### config.mk
export PLATFORM = sky130hd
export DESIGN_NAME = cto3_input_conditioner
export DESIGN_NICKNAME = d
export VERILOG_FILES = /design/src/rtl/cto3_pkg.sv /design/src/rtl/cto3_debounce_bit.sv /design/src/rtl/cto3_input_conditioner.sv
export SDC_FILE = /design/constraint.sdc
export NUM_CORES = 1
export LEC_CHECK = 0
export ABC_AREA = 1
export BUFFER_PORTS_ARGS = -buffer_cell sky130_fd_sc_hd__buf_2
export CAP_MARGIN = 25
export CORE_MARGIN = 2
export CORE_UTILIZATION = 35
export DETAILED_ROUTE_END_ITERATION = 8
export SLEW_MARGIN = 0
export SYNTH_ARGS = -nofsm -noshare
export SYNTH_HDL_FRONTEND = slang
export SYNTH_SLANG_ARGS = --single-unit
### constraint.sdc
create_clock -name clk -period 2.1 [get_ports clk]
set_input_delay 0.21 -clock clk [delete_from_list [all_inputs] [get_ports clk]]
set_output_delay 0.21 -clock clk [all_outputs]
set_load 0.02 [all_outputs]
### src/rtl/cto3_pkg.sv
// Shared types and defaults for the CTO3 input conditioner.
// Every file in the slice pulls these in with import cto3_pkg::*.
package cto3_pkg;

  typedef enum logic {
    STABLE   = 1'b0,
    SETTLING = 1'b1
  } deb_state_t;

  localparam int CTO3_WIDTH          = 4;
  localparam int DEF_SYNC_STAGES     = 2;
  localparam int DEF_DEBOUNCE_CYCLES = 16;

endpackage

### src/rtl/cto3_debounce_bit.sv
// One input channel: a plain flop-chain synchroniser followed by a
// STABLE/SETTLING debounce FSM with a saturating hold counter.
module cto3_debounce_bit
  import cto3_pkg::*;
#(
  parameter int SYNC_STAGES     = DEF_SYNC_STAGES,
  parameter int DEBOUNCE_CYCLES = DEF_DEBOUNCE_CYCLES
) (
  input  logic       clk,
  input  logic       rst_n,
  input  logic       raw,
  output logic       level,
  output logic       changed,
  output logic       commit,
  output deb_state_t state
);

  localparam int CNT_W = $clog2(DEBOUNCE_CYCLES);
  localparam logic [CNT_W-1:0] CNT_LAST = CNT_W'(DEBOUNCE_CYCLES - 1);
  localparam logic [CNT_W-1:0] CNT_ONE  = CNT_W'(1);

  logic [SYNC_STAGES-1:0] sync_q;
  logic                   sync;
  deb_state_t             state_q, state_d;
  logic [CNT_W-1:0]       cnt_q, cnt_d;
  logic                   level_q, level_d;
  logic                   changed_q;

  always_ff @(posedge clk or negedge rst_n) begin
    if (!rst_n) begin
      sync_q <= '0;
    end else begin
      sync_q <= {sync_q[SYNC_STAGES-2:0], raw};
    end
  end

  assign sync = sync_q[SYNC_STAGES-1];

  always_ff @(posedge clk or negedge rst_n) begin
    if (!rst_n) begin
      state_q   <= STABLE;
      cnt_q     <= '0;
      level_q   <= 1'b0;
      changed_q <= 1'b0;
    end else begin
      state_q   <= state_d;
      cnt_q     <= cnt_d;
      level_q   <= level_d;
      changed_q <= commit;
    end
  end

  // The counter saturates at CNT_LAST: reaching it is the commit itself.
  always_comb begin
    state_d = state_q;
    cnt_d   = cnt_q;
    level_d = level_q;
    commit  = 1'b0;
    case (state_q)
      STABLE: begin
        if (sync != level_q) begin
          state_d = SETTLING;
          cnt_d   = CNT_ONE;
        end else begin
          cnt_d = '0;
        end
      end
      SETTLING: begin
        if (sync == level_q) begin
          state_d = STABLE;
          cnt_d   = '0;
        end else if (cnt_q == CNT_LAST) begin
          level_d = sync;
          state_d = STABLE;
          cnt_d   = '0;
          commit  = 1'b1;
        end else begin
          cnt_d = cnt_q + CNT_ONE;
        end
      end
      default: begin
        state_d = STABLE;
        cnt_d   = '0;
      end
    endcase
  end

  assign level   = level_q;
  assign changed = changed_q;
  assign state   = state_q;

endmodule

### src/rtl/cto3_input_conditioner.sv
// Conditions raw pad lines into the a,b,c,d inputs of the CTO3 logic:
// per-bit sync + debounce, with one merged change strobe for all bits.
module cto3_input_conditioner
  import cto3_pkg::*;
#(
  parameter int WIDTH           = CTO3_WIDTH,
  parameter int SYNC_STAGES     = DEF_SYNC_STAGES,
  parameter int DEBOUNCE_CYCLES = DEF_DEBOUNCE_CYCLES
) (
  input  logic             clk,
  input  logic             rst_n,
  input  logic [WIDTH-1:0] raw_in,
  output logic [WIDTH-1:0] abcd_out,
  output logic             out_valid,
  output logic [WIDTH-1:0] changed_mask,
  output logic             settling
);

  logic [WIDTH-1:0] commit_vec;
  logic [WIDTH-1:0] settling_vec;
  deb_state_t       chan_state [WIDTH];
  logic             out_valid_q;

  for (genvar i = 0; i < WIDTH; i++) begin : g_chan
    cto3_debounce_bit #(
      .SYNC_STAGES    (SYNC_STAGES),
      .DEBOUNCE_CYCLES(DEBOUNCE_CYCLES)
    ) u_bit (
      .clk    (clk),
      .rst_n  (rst_n),
      .raw    (raw_in[i]),
      .level  (abcd_out[i]),
      .changed(changed_mask[i]),
      .commit (commit_vec[i]),
      .state  (chan_state[i])
    );
    assign settling_vec[i] = (chan_state[i] == SETTLING);
  end

  // Registered from the same commit strobes that load abcd_out, so the
  // pulse lines up with the new vector and is one pulse for all bits.
  always_ff @(posedge clk or negedge rst_n) begin
    if (!rst_n) begin
      out_valid_q <= 1'b0;
    end else begin
      out_valid_q <= |commit_vec;
    end
  end

  assign out_valid = out_valid_q;
  assign settling  = |settling_vec;

endmodule
==> parameters.txt <==
Parameter                              Value

Setup path
  Setup slack on the worst flop-to-flop path ... around 0.96 ns
  Data required time of the critical path ... 1.89 ns
  Source of the worst register-to-register timing path ... g_chan[2].u_bit.cnt_q[0]
  Register-to-Register Path Depth ... 7
  CP endpoint kind ... output port
  Reg-to-reg critical path endpoint ... out_valid
  Element type at the critical path start ... flip-flop
  Critical path arrival ... around 1.1 ns
  Critical Setup Path Class ... reg2out
  Largest fanout on the critical path ... 4

Route
  Remaining antenna violation count after routing ... 0
  Final routed DRC violation total ... 0
  Final routed wirelength across all metal layers ... 2270 um
  WL met1 ... 1060 um
  Via density per instance ... 4.30
  Top routing layer in use ... met4
  Total via count in the routed design ... slightly below 1,000
  Routed met2 length ... 1090 um
  Detail Route met3 WL ... between 100 and 150 um
  Average wire per standard cell ... 10.1 um
  Iteration count of the initial detailed-routing pass ... 4
  DRT iter0 DRCs ... 23

Logic synthesis
  Post-Synthesis Cell Area ... 0.00157 sq mm
  Mapped Nets ... between 150 and 200
  Gate Count Post-Synth ... 158
  Warning count from the yosys run ... 0
  Post-Synthesis Mean Instance Area ... 9.94 sq um
  Yosys reg bits ... 37
  Proportion of synthesized chip area in sequential cells ... 59.0%
  Synth cell types ... 15

Power and ir drop
  Clk pwr share ... a little over a third
  Sequential group share of total power ... ~58%
  Internal power ... 1020 uW
  Part of the total power dissipated in combinational logic ... 7.6%
  Switching share of power ... 25.0%
  Total power divided by cell area ... ~780 mW/mm^2
  Sw power ... 339 uW
  Highest ir drop seen on vdd ... between 500 and 600 uV
  Lkg Pwr ... 0.000898 uW

STA
  Worst-case headroom to the max-slew limit ... 47.3%
  Total count of hold-check failures in the final report ... 0
  RSZ-0062 raised after global routing ... no
  Sum of negative setup slack ... 0 ns
  Final critical delay including setup and external delays ... 1.30 ns
  Post-route fraction of the period consumed by the critical path ... 61.7%
  Max-slew violation count ... 0
  Setup-failing EPs final ... 0
  Peak Freq ... a little under 0.8 GHz
  Clock tree skew after final layout ... 0.00493 ns
  Measured slew at the worst slew-check pin ... about 0.8 ns

Layout
  Most common library cell in the layout ignoring fill and taps ... dfrtp_1
  Number of filler cells placed in the layout ... 449
  Count of non-filler cells in the finished layout ... 225
  Ratio of cells with drive above 1 in the final layout ... 21.4%
  Top library cells by usage in the layout, fill and taps aside ... dfrtp_1 (37), nand2_1 (31), inv_1 (25)
  # nets final ... between 150 and 200
  ANT cells ... 0
  Area added between synthesis and finish ... 10.4%
  Final Util ... 40.1%
  Cell area after layout ... between 0.0015 and 0.002 sq mm

CTS
  Post-CTS setup buffer count ... 0
  Clock tree buffer depth ... 2
  Clock-pin slew on the worst setup and hold paths ... about 0.070 ns
  TritonCTS Sinks ... 37
  Number of H-tree levels ... 2
  Clk_lat worst skew ... 0.29 ns
  Post-cts hold buffer count ... 0
  Count of instances resized after the clock tree is built ... 0
  Clock tree from TritonCTS ... yes
  Buffer cell driving the clock tree root ... clkbuf_8
  TritonCTS buffer count ... 5

Placement
  Dpl cells ... 217
  RD Place Congestion ... 0.770
  Dpl hpwl ... 1640 um
  Count of port buffers added during placement ... 15
  Placed instance area ... 0.00165 sq mm

Global route
  Total gr overflow ... 0
  Largest net degree at the start of global routing ... 38
  GR Util All Layers ... 10.0%
  Wire length of the first global-routing pass ... 3850 um
  Initial antenna violation count ... 0
  Number of global-route vias before repair ... 890

Run
  Max capacitance violation total ... 0

Die
  Count of pins on the block boundary ... 16
  Starting Density ... around 36%
  Core Box Area ... 0.00432 sq mm
  Rows ... 24
  Die extent in x ... a little over 70 um
  Chip height ... 71.0 um
  Die footprint ... 0.00504 sq mm

Hold path
  Tightest Hold Check Type ... in2async

Status
  Run status ... complete, no violations
-- power by group through the flow --
| stage | Sequential (uW) | Combinational, uW | Clock, uW |
|---|---|---|---|
| after global placement | 795 | 105 | 0 |
| after floorplan | 790 | 70.8 | 0 |
| after global routing | 789 | 121 | 510 |
| after CTS | 783 | 106 | 486 |
| after detailed placement | 797 | 105 | 0 |
| final | 783 | 103 | 470 |
-- per-stage QoR --
| stage | hold WS (ns) | power (uW) | setup slack (ns) |
|---|---|---|---|
| after global routing | 0.0120 | 1420 | 0.746 |
| after detailed placement | 0.320 | 902 | 0.966 |
| after global placement | 0.318 | 900 | 0.987 |
| after floorplan | -0.0856 | 861 | 1.03 |
| final | 0.00544 | 1360 | 0.804 |
| after CTS | 0.0182 | 1370 | 0.769 |
-- Yosys cell counts (all sizes together) --
library cell,number,area [sq um]
dfrtp,37,926
nand2,35,141
inv,25,93.8
nand3,16,100
nor2,15,63.8
buf,8,60.1
o21ai,8,40.0
ha,4,50.1
nor3b,4,50.1
xor2,4,35.0
clkinv,1,3.75
nand4,1,6.26
-- area by class of cell --
cell class / count / area, sq um / share of cell area, %
multi-input cells: 87 / 487 / 28.1
inverters: 26 / 97.6 / 5.63
well taps: 52 / 65.1 / 3.75
clock buffers: 6 / 72.6 / 4.19
clock inverters: 2 / 10.0 / 0.578
flip-flops and latches: 37 / 926 / 53.4
repair buffers: 15 / 75.1 / 4.33
-- state kept, by name, summed over array words and instances, names as in the netlist --
| name | flops |
|---|---|
| g_chan.u_bit.changed | 4 |
| g_chan.u_bit.level | 4 |
| g_chan.u_bit.state | 4 |
| out_valid | 1 |
| g_chan.u_bit.sync_q | 8 |
| g_chan.u_bit.cnt_q | 16 |
-- how the worst max path moves through the flow --
stage,startpoint,to,slack (ns),cells past startpoint
6_report,g_chan[0].u_bit.state,settling,0.80,3
5_1_grt,g_chan[0].u_bit.state,settling,0.75,3
4_1_cts,g_chan[0].u_bit.state,settling,0.77,3
3_3_place_gp,g_chan[2].u_bit.cnt_q[0],out_valid,0.99,7
3_5_place_dp,g_chan[2].u_bit.cnt_q[0],out_valid,0.97,7
2_1_floorplan,g_chan[2].u_bit.cnt_q[0],out_valid,1.03,7
-- critical path, cell delays in order (launching register included) --
cell	delay, ns
dfrtp_1	0.41
inv_1	0.10
nand4_1	0.11
buf_2	0.17
-- per-layer routing --
layer,track usage (%),vias up
met2,14.8,16
met5,0,-
li1,-,504
met4,5.03,0
met1,12.7,446
met3,4.13,2
-- logic make-up after synthesis --
group                      synth area share (%)
DFF                                        59.0
xor gates and xnor gates                   2.23
AOI/OAI and AO/OA                          2.55
buffers and inverters                      10.0
and+or+nand+nor                            23.0
adders and majority gates                  3.19
No activity file was read; power rests on OpenSTA's default activity.
